===== src/rtl/fpu_align_shifter.sv =====
// Aligns two IEEE-754 singles for the adder: orders by magnitude, right-shifts the smaller mantissa with G/R/S.
// Latency: 2 cycles (unpack/compare/swap, then 5-level sticky barrel shift); 1 transaction per cycle.
// Backpressure: out_ready stalls stage 2, which stalls stage 1; in_ready is combinational from out_ready.
module fpu_align_shifter #(
    parameter int EXP_W  = 8,
    parameter int FRAC_W = 23,
    parameter int MANT_W = FRAC_W + 4
) (
    input  logic                     clk,
    input  logic                     rst_n,
    input  logic [EXP_W+FRAC_W:0]    op_a,
    input  logic [EXP_W+FRAC_W:0]    op_b,
    input  logic                     sub,
    input  logic                     in_valid,
    output logic                     in_ready,
    output logic [MANT_W-1:0]        big_mant,
    output logic [MANT_W-1:0]        small_mant,
    output logic [EXP_W-1:0]         exp_out,
    output logic                     sign_big,
    output logic                     eff_sub,
    output logic                     out_valid,
    input  logic                     out_ready
);
    localparam int DIFF_W = $clog2(MANT_W + 1);

    logic [EXP_W-1:0]  exp_a, exp_b, eexp_a, eexp_b, exp_diff;
    logic [MANT_W-1:0] mant_a, mant_b;
    logic              sign_a, sign_b, a_big;

    logic [MANT_W-1:0] s1_big_d, s1_small_d;
    logic [EXP_W-1:0]  s1_exp_d;
    logic [DIFF_W-1:0] s1_diff_d;
    logic              s1_sign_big_d, s1_eff_sub_d;

    logic              s1_valid_q;
    logic [MANT_W-1:0] s1_big_q, s1_small_q;
    logic [EXP_W-1:0]  s1_exp_q;
    logic [DIFF_W-1:0] s1_diff_q;
    logic              s1_sign_big_q, s1_eff_sub_q;

    logic [MANT_W-1:0] shift_v, s2_small_d;
    logic              sticky;

    logic              s2_valid_q;
    logic [MANT_W-1:0] s2_big_q, s2_small_q;
    logic [EXP_W-1:0]  s2_exp_q;
    logic              s2_sign_big_q, s2_eff_sub_q;

    logic              s1_load, s2_load;

    assign s2_load  = !s2_valid_q || out_ready;
    assign s1_load  = !s1_valid_q || s2_load;
    assign in_ready = s1_load;

    // Unpack; denormals use exponent 1 with a clear hidden bit so both operands share one scale.
    always_comb begin
        exp_a  = op_a[FRAC_W +: EXP_W];
        exp_b  = op_b[FRAC_W +: EXP_W];
        eexp_a = (exp_a == '0) ? EXP_W'(1) : exp_a;
        eexp_b = (exp_b == '0) ? EXP_W'(1) : exp_b;
        mant_a = {(exp_a != '0), op_a[FRAC_W-1:0], 3'b000};
        mant_b = {(exp_b != '0), op_b[FRAC_W-1:0], 3'b000};
        sign_a = op_a[EXP_W+FRAC_W];
        sign_b = op_b[EXP_W+FRAC_W] ^ sub;
        a_big  = (eexp_a > eexp_b) || ((eexp_a == eexp_b) && (mant_a >= mant_b));

        s1_big_d      = mant_b;
        s1_small_d    = mant_a;
        s1_exp_d      = eexp_b;
        s1_sign_big_d = sign_b;
        exp_diff      = eexp_b - eexp_a;
        if (a_big) begin
            s1_big_d      = mant_a;
            s1_small_d    = mant_b;
            s1_exp_d      = eexp_a;
            s1_sign_big_d = sign_a;
            exp_diff      = eexp_a - eexp_b;
        end
        s1_eff_sub_d = sign_a ^ sign_b;
        s1_diff_d    = (exp_diff >= EXP_W'(MANT_W)) ? DIFF_W'(MANT_W) : exp_diff[DIFF_W-1:0];
    end

    // Saturated diff of MANT_W shifts everything out, leaving only the sticky bit.
    always_comb begin
        shift_v = s1_small_q;
        sticky  = 1'b0;
        for (int i = 0; i < DIFF_W; i++) begin
            if (s1_diff_q[i]) begin
                sticky  = sticky | (|(shift_v & ((MANT_W'(1) << (1 << i)) - MANT_W'(1))));
                shift_v = shift_v >> (1 << i);
            end
        end
        s2_small_d = {shift_v[MANT_W-1:1], shift_v[0] | sticky};
    end

    always_ff @(posedge clk or negedge rst_n) begin
        if (!rst_n) begin
            s1_valid_q    <= 1'b0;
            s1_big_q      <= '0;
            s1_small_q    <= '0;
            s1_exp_q      <= '0;
            s1_diff_q     <= '0;
            s1_sign_big_q <= 1'b0;
            s1_eff_sub_q  <= 1'b0;
        end else if (s1_load) begin
            s1_valid_q <= in_valid;
            if (in_valid) begin
                s1_big_q      <= s1_big_d;
                s1_small_q    <= s1_small_d;
                s1_exp_q      <= s1_exp_d;
                s1_diff_q     <= s1_diff_d;
                s1_sign_big_q <= s1_sign_big_d;
                s1_eff_sub_q  <= s1_eff_sub_d;
            end
        end
    end

    always_ff @(posedge clk or negedge rst_n) begin
        if (!rst_n) begin
            s2_valid_q    <= 1'b0;
            s2_big_q      <= '0;
            s2_small_q    <= '0;
            s2_exp_q      <= '0;
            s2_sign_big_q <= 1'b0;
            s2_eff_sub_q  <= 1'b0;
        end else if (s2_load) begin
            s2_valid_q <= s1_valid_q;
            if (s1_valid_q) begin
                s2_big_q      <= s1_big_q;
                s2_small_q    <= s2_small_d;
                s2_exp_q      <= s1_exp_q;
                s2_sign_big_q <= s1_sign_big_q;
                s2_eff_sub_q  <= s1_eff_sub_q;
            end
        end
    end

    assign out_valid  = s2_valid_q;
    assign big_mant   = s2_big_q;
    assign small_mant = s2_small_q;
    assign exp_out    = s2_exp_q;
    assign sign_big   = s2_sign_big_q;
    assign eff_sub    = s2_eff_sub_q;

endmodule


===== config.mk =====
export PLATFORM = sky130hd
export DESIGN_NAME = fpu_align_shifter
export DESIGN_NICKNAME = d
export VERILOG_FILES = /design/src/rtl/fpu_align_shifter.sv
export SDC_FILE = /design/constraint.sdc
export NUM_CORES = 1
export LEC_CHECK = 0
export ABC_AREA = 1
export BUFFER_PORTS_ARGS = -buffer_cell sky130_fd_sc_hd__buf_2
export CORE_MARGIN = 2
export CORE_UTILIZATION = 45
export DETAILED_ROUTE_END_ITERATION = 10
export PLACE_DENSITY = 0.81
export SLEW_MARGIN = 20
export SYNTH_ARGS = -nofsm -noshare
export SYNTH_HDL_FRONTEND = slang
export SYNTH_SLANG_ARGS = --single-unit

===== constraint.sdc =====
create_clock -name clk -period 1.65 [get_ports clk]
set_input_delay 0.165 -clock clk [delete_from_list [all_inputs] [get_ports clk]]
set_output_delay 0.165 -clock clk [all_outputs]
set_load 0.005 [all_outputs]

==> results of run 1 <==
-- cells in the mapped netlist, drive strengths merged, types with 3 or more instances --
library cell and instances:
inv 139, nand4 6, ha 39, clkbuf 41, o221ai 6, nor4 3, o22ai 21, or2 3
clkinv 3, a21oi 52, nand2 282, buf 30, o21ai 172, xor2 9, nand3 82, o211ai 20
a22o 4, nor2 60, dfrtp 126
-- layout by cell type, fill, tap and decap left out, drive strengths merged, types with 2 or more instances in the layout --
master	n
xor2	9
nand2	283
inv	141
nor4	3
fa	2
o211ai	20
ha	39
buf	334
o22ai	21
conb	3
a21oi	52
clkbuf	25
o221ai	6
a22o	4
clkinvlp	5
nor3	2
diode	2
dfrtp	126
nand3	82
nand4	6
o21bai	2
a21o	2
clkinv	8
nor2	60
or2	3
o21ai	172
-- cell families after synthesis --
group	share of synthesized area (%)
other cells	0.0468
buf+inv	10.8
xor+xnor	1.09
flops	39.4
fa+ha+maj	6.60
compound gates	19.1
simple gates	22.9
-- sequential cells by signal, indices dropped and copies added (netlist names) --
signal / count
s1_big_q: 24
out_valid: 1
s1_valid_q: 1
s1_exp_q: 8
big_mant: 24
eff_sub: 1
s1_small_q: 24
small_mant: 27
s1_eff_sub_q: 1
sign_big: 1
s1_sign_big_q: 1
exp_out: 8
s1_diff_q: 5
-- layer usage --
| metal | up-vias | share of wire, % | global-route usage (%) |
|---|---|---|---|
| li1 | 4232 | - | - |
| met1 | 4621 | 36 | 33.3 |
| met2 | 661 | 49 | 47.8 |
| met3 | 219 | 8.0 | 4.16 |
| met4 | 0 | 7.1 | 16.4 |
| met5 | - | 0 | 0 |
-- worst min-delay path: stages --
cell     delay, ns
buf_2         0.10
o21ai_1       0.06
o21ai_1       0.07
-- worst min-delay path by stage --
stage,end,slack (ns),depth (start not counted)
global route,s1_sign_big_q,0.03,3
finish,s1_sign_big_q,0.02,3
global placement,s1_small_q[13],0.17,1
CTS,s1_sign_big_q,0.003,3
detailed placement,s1_small_q[13],0.18,1
floorplan,big_mant[10],-0.13,0
-- metrics by stage --
stage	instance area, um^2	power [mW]	worst slack [ns]	hold slack (ns)
floorplan	8070	6.46	-0.640	-0.131
global placement	10100	8.33	-0.971	0.170
detailed placement	10100	8.45	-1.09	0.177
CTS	11200	12.5	-0.517	0.00281
global route	12400	14.5	-0.910	0.0323
finish	12400	13.9	-0.797	0.0176
-- report_power, final --
group / total, mW / internal, mW / switching [mW]
combinational: 6.14 / 2.66 / 3.48
clock: 3.60 / 2.06 / 1.54
sequential: 4.16 / 3.74 / 0.419
-- area by class of cell --
cell class	instances	share of cell area (%)
Sequential cell	126	25.4
Antenna cell	2	0.0403
Clock buffer	18	3.46
Inverter	142	4.36
Tap cell	225	2.27
Timing Repair Buffer	342	22.6
Multi-Input combinational cell	773	40.9
Clock inverter	13	0.957
-- timing repair --
action,in CTS,in global routing
pin swaps,44,96
gates resized for setup,156,224
setup endpoints to repair,83,89
hold endpoints to repair,28,0
buffers inserted,16,30
gates cloned,3,8
hold buffers,1,0
==> flow_summary.json, run 1 <==
{
  "via_count": 9733,
  "power.density_mw_per_mm2": 1120,
  "crit_arrival_ns": 2.78,
  "ys.flop_type": "dfrtp_1",
  "r2r_setup_slack_ns": -0.39,
  "path_class": "in2reg",
  "fp.dieW_um": 137,
  "grt_pass1_wl_mm": 41.5,
  "max_freq_ghz": 0.409,
  "irDropWorstVdd_mv": 0.832,
  "cp-end-kind": "flip-flop",
  "skew_ns": 0.00866,
  "die_h_um": 137,
  "hold_violations": 0,
  "hp-class": "in2reg",
  "grt_max_degree": 53,
  "cts_tree": "built",
  "worstPathCellList": "buf_8 -> nor4_4 -> nand4_1 -> inv_2 -> nor2_4 -> inv_2 -> ha_4 -> inv_2 -> fa_2 -> inv_2 -> o21bai_4 -> nand2_2 -> nand3_4 -> buf_12 -> nand2_8 -> nand2_2 -> nand3_1 -> nand2_1 -> nand2_2 -> nand3_2 -> nand2_1 -> inv_1",
  "antenna_found_initial": 2,
  "start_util_pct": 46.1,
  "min_period_ns": 2.45,
  "antenna_left": 0,
  "insertion_delay_ns": 0.44,
  "final_util_pct": 71.5,
  "r2r_cells": 14,
  "crit_family": "simple AND/OR/NAND/NOR gates",
  "gp_congestion": 0.922,
  "clkTransAtPathRegs_ns": 0.06,
  "leakagePower_nw": 6.28,
  "wl_mm": 31.9,
  "cp.required_ns": 1.98,
  "cts.htree.levels": 4,
  "worstReg2RegStart": "s1_diff_q[0]",
  "tns_ns": -43.83,
  "worstMarginPinSlew_ns": 0.581,
  "async_flop_share_pct": 100,
  "status": "finished, violations left",
  "fin_crit_sh_pct": 148,
  "postSynthCellCount": 1109,
  "synth_cell_types": 38,
  "routed_via_density": 5.93,
  "cpPeakStageDelay_ns": 0.35,
  "critPathLaunchType": "primary input",
  "multi_input_area_mm2": 0.00508,
  "netlist_area_mm2": 0.00801,
  "yosysTopAreaCell": "dfrtp_1",
  "clockBufferDepth": 2,
  "grt_pass1_vias": 8716,
  "nets": 1512,
  "drt_first_pass_iters": 7,
  "numCtsBuffers": 17,
  "seq_area_mm2": 0.00315,
  "holdCritStartpoint": "op_a[31]",
  "fp.coreArea_mm2": 0.0174,
  "overflow": 0,
  "drv_cap": 0,
  "crit_slowest_cell": "fa_2",
  "critical_path.max_fanout": 6,
  "cp_common_cell": "inv_2",
  "numPlacedInstances": 1565,
  "ys_seq_area_share_pct": 39.4,
  "grt_usage_pct": 28.0,
  "ys_ff_latch": 126,
  "post_drt_wl_per_cell_um": 19.4,
  "remaining_drc_errors": 0,
  "yosysTopAreaCellShare_pct": 39.4,
  "crit_end": "s1_diff_q[0]",
  "root_buffer": "clkbuf_16",
  "final_cells": 1641,
  "cts_sinks": 126,
  "drv_slew": 0,
  "io_pins": 135,
  "dpl.hpwl_mm": 17.8,
  "setup-violations-final": 86,
  "port_buffers": 131,
  "crit_buf_inv": 7,
  "drive_gt1_share_pct": 44.1,
  "drtIter0Drc": 1063,
  "area_delta_synth_final_pct": 55.1,
  "synth_edf_count": 0,
  "cp-startpoint": "op_b[27]",
  "syn_avg_cell_area_um2": 7.22,
  "die-area_mm2": 0.0189,
  "synth_warnings": 0,
  "r2r-end": "small_mant[0]",
  "rows": 48,
  "synthTopCellsByArea": "dfrtp_1, nand2_1, o21ai_0",
  "setup_slack_ns": -0.797,
  "cp.depth": 22,
  "rsz0062_at_grt": "true",
  "slew_headroom_pct": 61.2,
  "violations": "setup timing",
  "nFillCells": 1107
}
Power figures use the tool's default switching activity.
==> run 2, diff against run 1 <==
- PLACE_DENSITY: 0.81 -> 0.78
- clock period: 1.65 -> 2.6 ns (I/O delays scaled with it)
==> run 2 against run 1 <==
The run now ends clean. Routed wire length down 33%. Hold slack better by 0.11 ns. Clock-buffer cell count is 1 lower. First-iteration DRC count shrank 58%. Final cell count fell by 9.6%. Largest power group is now registers.
==> flow_summary.json, run 2 (synthesis results as in run 1) <==
{
  "drv_slew": 0,
  "fp.coreArea_mm2": 0.0174,
  "irDropWorstVdd_mv": 0.520,
  "fin_crit_sh_pct": 90.5,
  "hold_violations": 0,
  "setup-violations-final": 0,
  "finalInstanceArea_mm2": 0.00977,
  "slew_headroom_pct": 60.3,
  "root_buffer": "clkbuf_16",
  "final_util_pct": 56.3,
  "grt_max_degree": 56,
  "cp-end-kind": "flip-flop",
  "critical_path.max_fanout": 6,
  "remaining_drc_errors": 0,
  "power.density_mw_per_mm2": 752,
  "path_class": "in2reg",
  "post_drt_wl_per_cell_um": 14.5,
  "cp.required_ns": 2.91,
  "area_delta_synth_final_pct": 22.0,
  "worstMarginPinSlew_ns": 0.595,
  "leakagePower_nw": 5.15,
  "port_buffers": 131,
  "final_cell_mix": "nand2_1, o21ai_0, inv_1, buf_2, dfrtp_1",
  "nets": 1353,
  "clkTransAtPathRegs_ns": 0.06,
  "routed_via_density": 5.29,
  "min_period_ns": 2.35,
  "clockBufferDepth": 2,
  "wl_mm": 21.4,
  "crit_slowest_cell": "fa_2",
  "status": "complete, no violations",
  "gp_congestion": 0.908,
  "rows": 48,
  "grt_pass1_wl_mm": 35.5,
  "cpPeakStageDelay_ns": 0.35,
  "skew_ns": 0.00690,
  "crit_arrival_ns": 2.67,
  "drtIter0Drc": 451,
  "critPathLaunchType": "primary input",
  "grt_usage_pct": 23.7,
  "cts_sinks": 126,
  "hp-class": "in2reg",
  "via_count": 7846,
  "insertion_delay_ns": 0.42,
  "crit_buf_inv": 8,
  "start_util_pct": 46.1,
  "cts_tree": "built",
  "drv_cap": 0,
  "drive_gt1_share_pct": 20.0,
  "grt_pass1_vias": 7429,
  "die-area_mm2": 0.0189,
  "final_cells": 1483,
  "overflow": 0,
  "antenna_left": 0,
  "numPlacedInstances": 1447,
  "layout_commonest_cell": "nand2_1",
  "antenna_found_initial": 4,
  "die_h_um": 137,
  "dpl.hpwl_mm": 16.2,
  "largest_reg_flops": 27,
  "io_pins": 135,
  "place_area_mm2": 0.00907,
  "worstPathCellList": "buf_2 -> nor4_2 -> nand4_1 -> inv_2 -> nor2_1 -> inv_1 -> ha_1 -> inv_1 -> fa_2 -> inv_2 -> o21bai_2 -> nand2_1 -> nand3_2 -> buf_4 -> nand3_1 -> nand2_1 -> inv_1 -> nand2_1 -> nor2_4 -> nand3_1 -> nand2_1 -> inv_1",
  "drt_first_pass_iters": 6,
  "numCtsBuffers": 17,
  "dp_slack_ns": -0.333,
  "setup_slack_ns": 0.248,
  "cts.htree.levels": 4,
  "crit_family": "simple AND/OR/NAND/NOR gates",
  "fp.dieW_um": 137,
  "max_freq_ghz": 0.425
}
run 2: cell count changes in the layout (fill, tap and decap cells not counted), moves of 31 or more:
cell,previous run,this run
buf_4,153,46
nand2_1,206,271
nand2_2,64,9
nand3_1,45,81
nand3_2,32,1
o21ai_0,50,170
o21ai_1,61,2
o21ai_2,51,0
run 2: stage by stage:
step	total power, mW	TNS (ns)	hold WS, ns
6_report	7.34	0	0.124
5_1_grt	7.86	-0.0196	0.126
2_1_floorplan	4.05	0	-0.0356
3_3_place_gp	4.84	-10.36	0.300
4_1_cts	7.37	0	0.103
3_5_place_dp	4.89	-13.49	0.306
run 2: area by class of cell:
| type | instances | area, um^2 |
|---|---|---|
| fillers | 1573 | 7590 |
| multi-input cells | 772 | 4060 |
| flip-flops and latches | 126 | 3150 |
| repair buffers | 184 | 1130 |
| inverters | 142 | 533 |
| clock buffers | 17 | 425 |
| well taps | 225 | 282 |
| clock inverters | 15 | 186 |
| diodes | 2 | 5.00 |
run 2: timing repair:
action	4_1_cts	5_1_grt
buffers inserted	0	1
hold endpoints to repair	40	0
resized for setup	0	14
hold buffers	1	0
setup endpoints to repair	0	61
run 2: worst paths after layout:
check                      cells after the start    startpoint  slack (ns)        endpoint
setup reg to reg                              11  s1_diff_q[0]        0.48   small_mant[0]
setup / recovery                              22      op_b[29]        0.25    s1_diff_q[3]
min in group asynchronous                      2         rst_n        0.39  small_mant[17]
hold / removal                                 3       op_a[9]        0.12    s1_big_q[12]
hold reg to reg                                2  big_mant[16]        0.47    big_mant[16]
max in group asynchronous                      3         rst_n        1.54    s1_big_q[23]
run 2: routing by layer:
layer	up-vias	part of all wire (%)	track usage, %
met1	3657	44	30.0
met3	41	5.8	6.11
met5	-	0.11	0
met2	247	48	39.2
li1	3897	-	-
met4	4	2.2	8.30
run 2: report_power, final:
group	switching [mW]	internal, mW
logic	1.45	0.861
clock network	0.929	1.52
registers	0.211	2.37
run 2: worst min-delay path, cell delays in order:
cell and delay (ns):
buf_2 0.10, o21ai_0 0.08, o21ai_0 0.06
